==> src/rtl/aoi22_bist_pkg.sv <==
// Shared types and helpers for the AOI22 cell BIST sequencer.
// Provides the FSM state encoding, Gray-code vector generation and the golden cell function.
package aoi22_bist_pkg;

    typedef enum logic [2:0] {
        S_IDLE   = 3'd0,
        S_APPLY  = 3'd1,
        S_SETTLE = 3'd2,
        S_CHECK  = 3'd3,
        S_DONE   = 3'd4
    } state_t;

    localparam logic [3:0] VEC_LAST = 4'd15;

    // Bit order of a vector is {A0, A1, B0, B1}.
    function automatic logic [3:0] gray4(input logic [3:0] i);
        return i ^ (i >> 1);
    endfunction

    function automatic logic aoi22_golden(input logic [3:0] vec);
        return ~((vec[3] & vec[2]) | (vec[1] & vec[0]));
    endfunction

endpackage

==> src/rtl/bist_sync2.sv <==
// Two-flop synchronizer for an asynchronous single-bit signal.
// Both stages clear to 0 on a synchronous active-high reset.
module bist_sync2 (
    input  logic clk,
    input  logic rst,
    input  logic d,
    output logic q
);

    logic meta;

    always_ff @(posedge clk) begin
        if (rst) begin
            meta <= 1'b0;
            q    <= 1'b0;
        end else begin
            meta <= d;
            q    <= meta;
        end
    end

endmodule

==> src/rtl/aoi22_cell_bist.sv <==
// BIST sequencer for the AOI22 cell: sweeps all 16 inputs in Gray order, samples Y
// after a settle window and records error count and the first failing vector.
module aoi22_cell_bist
    import aoi22_bist_pkg::*;
#(
    parameter int SETTLE_CYCLES = 2,
    parameter int ERR_W         = 5,
    parameter int LOOPS         = 1
) (
    input  logic             CLK,
    input  logic             RST,
    input  logic             START,
    output logic             A0,
    output logic             A1,
    output logic             B0,
    output logic             B1,
    input  logic             Y,
    output logic             BUSY,
    output logic             DONE,
    output logic             PASS,
    output logic [ERR_W-1:0] ERR_CNT,
    output logic [3:0]       FAIL_VEC,
    output logic [2:0]       DBG_STATE
);

    // Control protocol: START is a one-cycle request accepted only in IDLE or DONE.
    // BUSY rises on the accepting edge and falls on the edge DONE rises; DONE holds
    // with PASS/ERR_CNT/FAIL_VEC stable until the next accepted START or RST.

    localparam logic [4:0]       SETTLE_LOAD = 5'(SETTLE_CYCLES + 1);
    localparam logic [7:0]       LOOP_LAST   = 8'(LOOPS - 1);
    localparam logic [ERR_W-1:0] ERR_MAX     = {ERR_W{1'b1}};

    state_t           state;
    logic [3:0]       vec_q;
    logic [3:0]       idx;
    logic [7:0]       loop_cnt;
    logic [4:0]       settle_cnt;
    logic [ERR_W-1:0] err_cnt;
    logic [3:0]       fail_vec;
    logic             busy_q;
    logic             done_q;
    logic             pass_q;
    logic             y_sync;
    logic             mism;

    bist_sync2 u_sync (
        .clk (CLK),
        .rst (RST),
        .d   (Y),
        .q   (y_sync)
    );

    // Case inequality so an X/Z on Y in simulation is scored as a failure.
    always_comb begin
        mism = 1'b0;
        if (y_sync !== aoi22_golden(vec_q)) begin
            mism = 1'b1;
        end
    end

    always_ff @(posedge CLK) begin
        if (RST) begin
            state      <= S_IDLE;
            vec_q      <= 4'd0;
            idx        <= 4'd0;
            loop_cnt   <= 8'd0;
            settle_cnt <= 5'd0;
            err_cnt    <= '0;
            fail_vec   <= 4'd0;
            busy_q     <= 1'b0;
            done_q     <= 1'b0;
            pass_q     <= 1'b0;
        end else begin
            case (state)
                S_IDLE, S_DONE: begin
                    if (START) begin
                        state    <= S_APPLY;
                        idx      <= 4'd0;
                        loop_cnt <= 8'd0;
                        err_cnt  <= '0;
                        fail_vec <= 4'd0;
                        busy_q   <= 1'b1;
                        done_q   <= 1'b0;
                        pass_q   <= 1'b0;
                    end
                end
                S_APPLY: begin
                    vec_q      <= gray4(idx);
                    settle_cnt <= SETTLE_LOAD;
                    state      <= S_SETTLE;
                end
                S_SETTLE: begin
                    if (settle_cnt == 5'd0) begin
                        state <= S_CHECK;
                    end else begin
                        settle_cnt <= settle_cnt - 5'd1;
                    end
                end
                S_CHECK: begin
                    if (mism) begin
                        if (err_cnt != ERR_MAX) begin
                            err_cnt <= err_cnt + 1'b1;
                        end
                        // The counter never wraps back to zero, so zero means no error yet.
                        if (err_cnt == '0) begin
                            fail_vec <= vec_q;
                        end
                    end
                    if (idx == VEC_LAST) begin
                        if (loop_cnt == LOOP_LAST) begin
                            state  <= S_DONE;
                            busy_q <= 1'b0;
                            done_q <= 1'b1;
                            pass_q <= (err_cnt == '0) && !mism;
                        end else begin
                            loop_cnt <= loop_cnt + 8'd1;
                            idx      <= 4'd0;
                            state    <= S_APPLY;
                        end
                    end else begin
                        idx   <= idx + 4'd1;
                        state <= S_APPLY;
                    end
                end
                default: begin
                    state <= S_IDLE;
                end
            endcase
        end
    end

    assign A0        = vec_q[3];
    assign A1        = vec_q[2];
    assign B0        = vec_q[1];
    assign B1        = vec_q[0];
    assign BUSY      = busy_q;
    assign DONE      = done_q;
    assign PASS      = pass_q;
    assign ERR_CNT   = err_cnt;
    assign FAIL_VEC  = fail_vec;
    assign DBG_STATE = state;

endmodule

==> config.mk <==
export PLATFORM = sky130hd
export DESIGN_NAME = aoi22_cell_bist
export DESIGN_NICKNAME = d
export VERILOG_FILES = /design/src/rtl/aoi22_bist_pkg.sv /design/src/rtl/bist_sync2.sv /design/src/rtl/aoi22_cell_bist.sv
export SDC_FILE = /design/constraint.sdc
export NUM_CORES = 1
export LEC_CHECK = 0
export BUFFER_PORTS_ARGS = -buffer_cell sky130_fd_sc_hd__clkbuf_2
export CELL_PAD_IN_SITES_DETAIL_PLACEMENT = 0
export CELL_PAD_IN_SITES_GLOBAL_PLACEMENT = 1
export CORE_UTILIZATION = 40
export CTS_CLUSTER_DIAMETER = 80
export DETAILED_ROUTE_END_ITERATION = 8
export GPL_ROUTABILITY_DRIVEN = 1
export GPL_TIMING_DRIVEN = 0
export PLACE_DENSITY_LB_ADDON = 0.1
export SLEW_MARGIN = 20
export SYNTH_ARGS = -nofsm -noshare
export SYNTH_HDL_FRONTEND = slang
export SYNTH_HIERARCHICAL = 1
export SYNTH_SLANG_ARGS = --single-unit
==> constraint.sdc <==
create_clock -name CLK -period 1.65 [get_ports CLK]
set_input_delay 0.2475 -clock CLK [delete_from_list [all_inputs] [get_ports CLK]]
set_output_delay 0.2475 -clock CLK [all_outputs]
set_load 0.01 [all_outputs]
==> results of run 1 <==
==> metal layers <==
layer  share of wire, %  routed length, µm
met1                 49               2460
met2                 49               2460
met3                1.9                 96
met4               0.20                 10
met5                  0                  0
==> path summary, 6_finish.rpt <==
kind               startpoint          end  slack, ps  cells after the start
setup / recovery  loop_cnt[0]       idx[0]        -90                      6
hold / removal            RST  u_sync/meta        180                      2
setup reg to reg  loop_cnt[0]       idx[0]        -90                      6
hold reg to reg   u_sync/meta     u_sync/q        460                      1
==> power groups by stage <==
stage,clock network (mW),logic (mW),registers (mW)
6_report,0.639,0.610,1.00
4_1_cts,0.667,0.561,0.999
5_1_grt,0.698,0.669,1.01
3_3_place_gp,0,0.460,1.02
2_1_floorplan,0,0.344,1.02
3_5_place_dp,0,0.460,1.02
==> cell usage after synthesis, drive strengths merged (3+ instances only) <==
cell type | instances | area [µm²]
o21ai | 11 | 58.8
or3 | 3 | 18.8
nor2b | 4 | 25.0
a31oi | 3 | 33.8
nand2 | 13 | 48.8
or4b | 4 | 43.8
nand4b | 3 | 26.3
nor4 | 3 | 33.8
inv | 10 | 37.5
nor2 | 14 | 55.1
nor3b | 3 | 38.8
dfxtp | 38 | 761
a211oi | 4 | 40.0
mux2i | 11 | 110
nand4 | 4 | 25.0
nor3 | 10 | 66.3
buf | 4 | 22.5
a21oi | 13 | 68.8
nand3 | 18 | 90.1
clkbuf | 6 | 22.5
o31ai | 3 | 22.5
ha | 9 | 113
==> worst reg2reg max path: cells and delay by family (launching register included) <==
| kind | cells | cell delay, ps |
|---|---|---|
| buffers and inverters | 1 | 50 |
| and+or+nand+nor | 3 | 920 |
| adders and majority gates | 1 | 150 |
| DFF | 1 | 350 |
| AOI/OAI and AO/OA | 1 | 210 |
==> what timing repair did <==
| action | 4_1_cts | 5_1_grt |
|---|---|---|
| pin swaps | 8 | 14 |
| endpoints found under the setup margin | 28 | 28 |
| setup buffers | 10 | 3 |
| resized for setup | 29 | 39 |
| cloned | 0 | 0 |
==> final cells by class <==
cell class,instances,area (µm²),share of cell area (%)
sequential,38,782,29.4
timing repair buffer,35,215,8.08
multi-input combinational,166,1410,53.0
clock buffer,6,82.6,3.10
buffer,9,48.8,1.83
inverter,10,40.0,1.50
tap,67,83.8,3.15
==> through the flow <==
step	power [mW]	std cells	hold slack [ps]	TNS [ps]
after floorplan	1.36	224	319	-64.9
after global placement	1.48	313	418	-1960
after detailed placement	1.48	313	438	-2080
after CTS	2.23	328	174	-611
after global routing	2.37	331	178	-1960
final	2.25	331	177	-574
==> kinds of logic after synthesis <==
family	after synthesis	synth area share, %
buffers and inverters	20	4.06
and+or+nand+nor	91	27.8
xor gates and xnor gates	4	1.72
adders and majority gates	9	5.54
DFF	38	37.4
AOI/OAI and AO/OA	49	16.9
muxes	13	6.52
==> flip-flops by register name, summed over array words and instances, names as in the netlist <==
register     count
BUSY             1
DBG_STATE        3
DONE             1
ERR_CNT          5
FAIL_VEC         4
PASS             1
idx              4
loop_cnt         8
settle_cnt       5
u_sync/meta      1
u_sync/q         1
vec_q            4
==> flow_summary.yaml, run 1 <==
run_status:
  status: "finished with violations"
  violations: "setup timing"
cts:
  clock_sinks: 38
  cts_tree: "yes"
  holdBufCountCts: 0
  cts.clk_slew.worst_paths_ps: 80
  max-clock-path-buffers: 2
  clk_latency_ps: 290
  htree_levels: 2
  numCtsBuffers: 5
  clockRootBuffer: "clkbuf_8"
route:
  drt_wl_total_mm: 5.03
  drc: 0
  firstDrtPassIters: 4
  drt-wirelength-per-cell_um: 15.2
  drtAntennaViolNets: 0
  vias_per_cell: 5.50
  drt_iter0_markers: 71
  via_count: 1820
power_and_ir_drop:
  p_switching_mw: 0.696
  leakagePower_nw: 0.952
  seqPwrFrac_pct: 44.5
  power_frac_clock_pct: 28.4
  peakVddDrop_mv: 0.504
  internal_power_mw: 1.55
  comb_power_share_pct: 27.1
  power_density_nw_per_um2: 845
  switching_share_pct: 30.9
finish:
  n_antenna_cell: 0
  design_area_um2: 2660
  filler_cell_count: 490
  drive_above_1_share_pct: 39.8
  layout_common_cells: "29 x dfxtp_1, 23 x clkbuf_2, 16 x nand3_1"
  area_growth_pct: 31.0
  final_nets: 278
  final_util_pct: 55.3
  layout_commonest_cell: "dfxtp_1"
logic_synthesis:
  synthArstFlopShare_pct: 0
  ys_warn_count: 6
  netlist_area_um2: 2030
  synth-seq-cells: 38
  synth.distinct_cells: 58
  syn_inst: 224
  avgSynthCellArea_um2: 9.08
  yosysSeqAreaShare_pct: 37.4
  syn_nets: 237
  synth-edff-count: 0
  synth_ff_type: "dfxtp_1"
critical_path:
  path_cells: "inv_2, ha_2, or4b_4, nor4_4, nor2_2, a211oi_2"
  worstPathRequired_ps: 1860
  crit_fanout: 4
  path_delay_family: "simple AND/OR/NAND/NOR gates"
  cp_slowest_cell: "or4b_4"
  arrival_ps: 1950
  end_kind: "flip-flop"
  max_stage_delay_ps: 530
  path_buf_inv: 1
  worstSetupStartpointType: "flip-flop"
  worstSetupPathType: "reg2reg"
timing:
  fin_crit_sh_pct: 106
  worstMarginPinSlew_ps: 575
  final_hold_viol_count: 0
  grt_setup_unrepaired: "true"
  setup_viol: 13
  slew_viol_final: 0
  max_freq_mhz: 574
  layout_setup_ws_ps: -91.8
  relSlewSlack_pct: 61.6
  finClkSkew_ps: 8.15
  min_period_ps: 1740
global_route:
  antenna_found_initial: 0
  grtUsageMet1_pct: 26.2
  overflow: 0
  use_met2_pct: 32.9
  met3_usage_pct: 4.12
  grt_pass1_vias: 1718
  grt_pass1_wl_mm: 8.08
  grt_start_max_net_pins: 11
  busiest_layer: "met2"
  track_usage_pct: 19.7
place:
  post-place-ws_ps: -152
  place_congestion: 0.725
  numPortBuffers: 22
  postPlaceCellArea_um2: 2240
  dp_hpwl_mm: 3.40
hold_path:
  min_path_type: "in2reg"
die:
  rows: 25
  initial_core_util_pct: 42.2
  core_area_um2: 4820
  ios: 23
  die_width_um: 73.3
  die-area_um2: 5370
  die_h_um: 73.3
job:
  drv_cap: 0
Power figures use the tool's default switching activity.
==> run 2: changes to the inputs <==
- REMOVE_ABC_BUFFERS: not set -> 1
- SKIP_LAST_GASP: not set -> 1
==> run 2 against run 1 <==
  * The run still ends with setup timing left
  * Routed wire length down 0.58%
  * Setup slack worse by 45 ps
  * Clock power is 3.8% higher
  * Fmax down 2.5%
  * Design area rose by 0.38%
  * Core utilization up 0.21 points
  * Non-clock buffer count is 3 higher
  * Power increased by 0.66%
  * Critical path depth stayed put
  * Critical endpoint is now BUSY
  * Largest power group unchanged
==> flow_summary.yaml, run 2 (same netlist as run 1, synthesis figures left out) <==
timing:
  grt_setup_unrepaired: "true"
  fin_crit_sh_pct: 108
  layout_setup_ws_ps: -137
  final_hold_viol_count: 0
  max_freq_mhz: 560
  slew_viol_final: 0
  relSlewSlack_pct: 67.7
  worstMarginPinSlew_ps: 484
  min_period_ps: 1790
  setup_viol: 16
  finClkSkew_ps: 10.8
  hold_ws_ps: 187
cts:
  htree_levels: 2
  clock_sinks: 38
  clk_latency_ps: 290
  numCtsBuffers: 5
  max-clock-path-buffers: 2
  cts_tree: "yes"
  cts.clk_slew.worst_paths_ps: 70
  clockRootBuffer: "clkbuf_8"
job:
  drv_cap: 0
finish:
  design_area_um2: 2670
  final_nets: 281
  area_growth_pct: 31.4
  drive_above_1_share_pct: 40.5
  n_antenna_cell: 0
  final_util_pct: 55.5
  layout_commonest_cell: "dfxtp_1"
  largest_register: "loop_cnt"
  layout_common_cells: "28 x dfxtp_1, 23 x buf_4, 21 x clkbuf_2"
  largest_register_ffs: 8
global_route:
  antenna_found_initial: 0
  track_usage_pct: 19.8
  grt_pass1_vias: 1729
  grt_pass1_wl_mm: 8.13
  overflow: 0
  grt_start_max_net_pins: 33
critical_path:
  worstPathRequired_ps: 1810
  max_stage_delay_ps: 510
  cp_slowest_cell: "or4b_4"
  worstSetupPathType: "reg2reg"
  crit_fanout: 4
  worstSetupStartpointType: "flip-flop"
  arrival_ps: 1950
  path_cells: "inv_4, ha_4, or4b_4, nor4_4, buf_4, nor3_4"
  end_kind: "flip-flop"
place:
  dp_hpwl_mm: 3.05
  postPlaceCellArea_um2: 2180
  place_congestion: 0.718
  numPortBuffers: 22
power_and_ir_drop:
  power_density_nw_per_um2: 848
  leakagePower_nw: 0.978
  peakVddDrop_mv: 0.483
  finalPower_mw: 2.27
route:
  drc: 0
  drt-wirelength-per-cell_um: 14.9
  drtAntennaViolNets: 0
  via_count: 1829
  firstDrtPassIters: 4
  drt_iter0_markers: 95
  drt_wl_total_mm: 5.00
  vias_per_cell: 5.44
die:
  core_area_um2: 4820
  rows: 25
  die_h_um: 73.3
  die-area_um2: 5370
  die_width_um: 73.3
  ios: 23
  initial_core_util_pct: 42.2
run_status:
  violations: "setup timing"
  status: "finished with violations"
hold_path:
  min_path_type: "in2reg"
## run 2: power by group
| group | total, mW | internal [mW] | leakage (nW) | switching, mW |
|---|---|---|---|---|
| Sequential | 1.03 | 0.960 | 0.314 | 0.0702 |
| Combinational | 0.572 | 0.269 | 0.617 | 0.302 |
| Clock | 0.663 | 0.337 | 0.0482 | 0.326 |
## run 2: per-layer routing
layer / vias to the layer above / GRT usage, % / share of wire (%)
li1: 923 / - / -
met1: 861 / 26.5 / 50
met2: 41 / 32.4 / 44
met3: 4 / 4.25 / 4.6
met4: 0 / 5.13 / 0.50
met5: - / 0 / 0
## run 2: final cells by class
type | count | area (µm²)
Fill cell | 467 | 2140
Tap cell | 67 | 83.8
Inverter | 10 | 40.0
Clock buffer | 7 | 86.3
Clock inverter | 1 | 5.00
Timing Repair Buffer | 47 | 308
Multi-Input combinational cell | 166 | 1360
Sequential cell | 38 | 786
## run 2: worst max-delay path, delay by kind of cell (launching register included)
family	cells	cell delay [ps]
simple gates	3	940
flops	1	360
buf+inv	2	250
fa+ha+maj	1	110
## run 2: through the flow
| step | setup TNS [ps] | setup WS (ps) | std cells |
|---|---|---|---|
| after floorplan | -2440 | -223 | 214 |
| after global placement | -11530 | -570 | 303 |
| after detailed placement | -10570 | -532 | 303 |
| after CTS | -960 | -126 | 332 |
| after global routing | -2750 | -218 | 336 |
| final | -1190 | -137 | 336 |
## run 2: path summary, 6_finish.rpt
| kind | from | end | slack (ps) | cells after the start |
|---|---|---|---|---|
| setup / recovery | loop_cnt[0] | BUSY | -140 | 6 |
| hold / removal | Y | u_sync/meta | 190 | 2 |
| setup reg to reg | loop_cnt[0] | BUSY | -140 | 6 |
| hold reg to reg | u_sync/meta | u_sync/q | 440 | 1 |
## run 2: what timing repair did
item                                    CTS  global route
buffers inserted                         21             4
pin swaps                                10             6
resized for setup                        37            26
endpoints found under the setup margin   32            33
hold buffers                              0             0
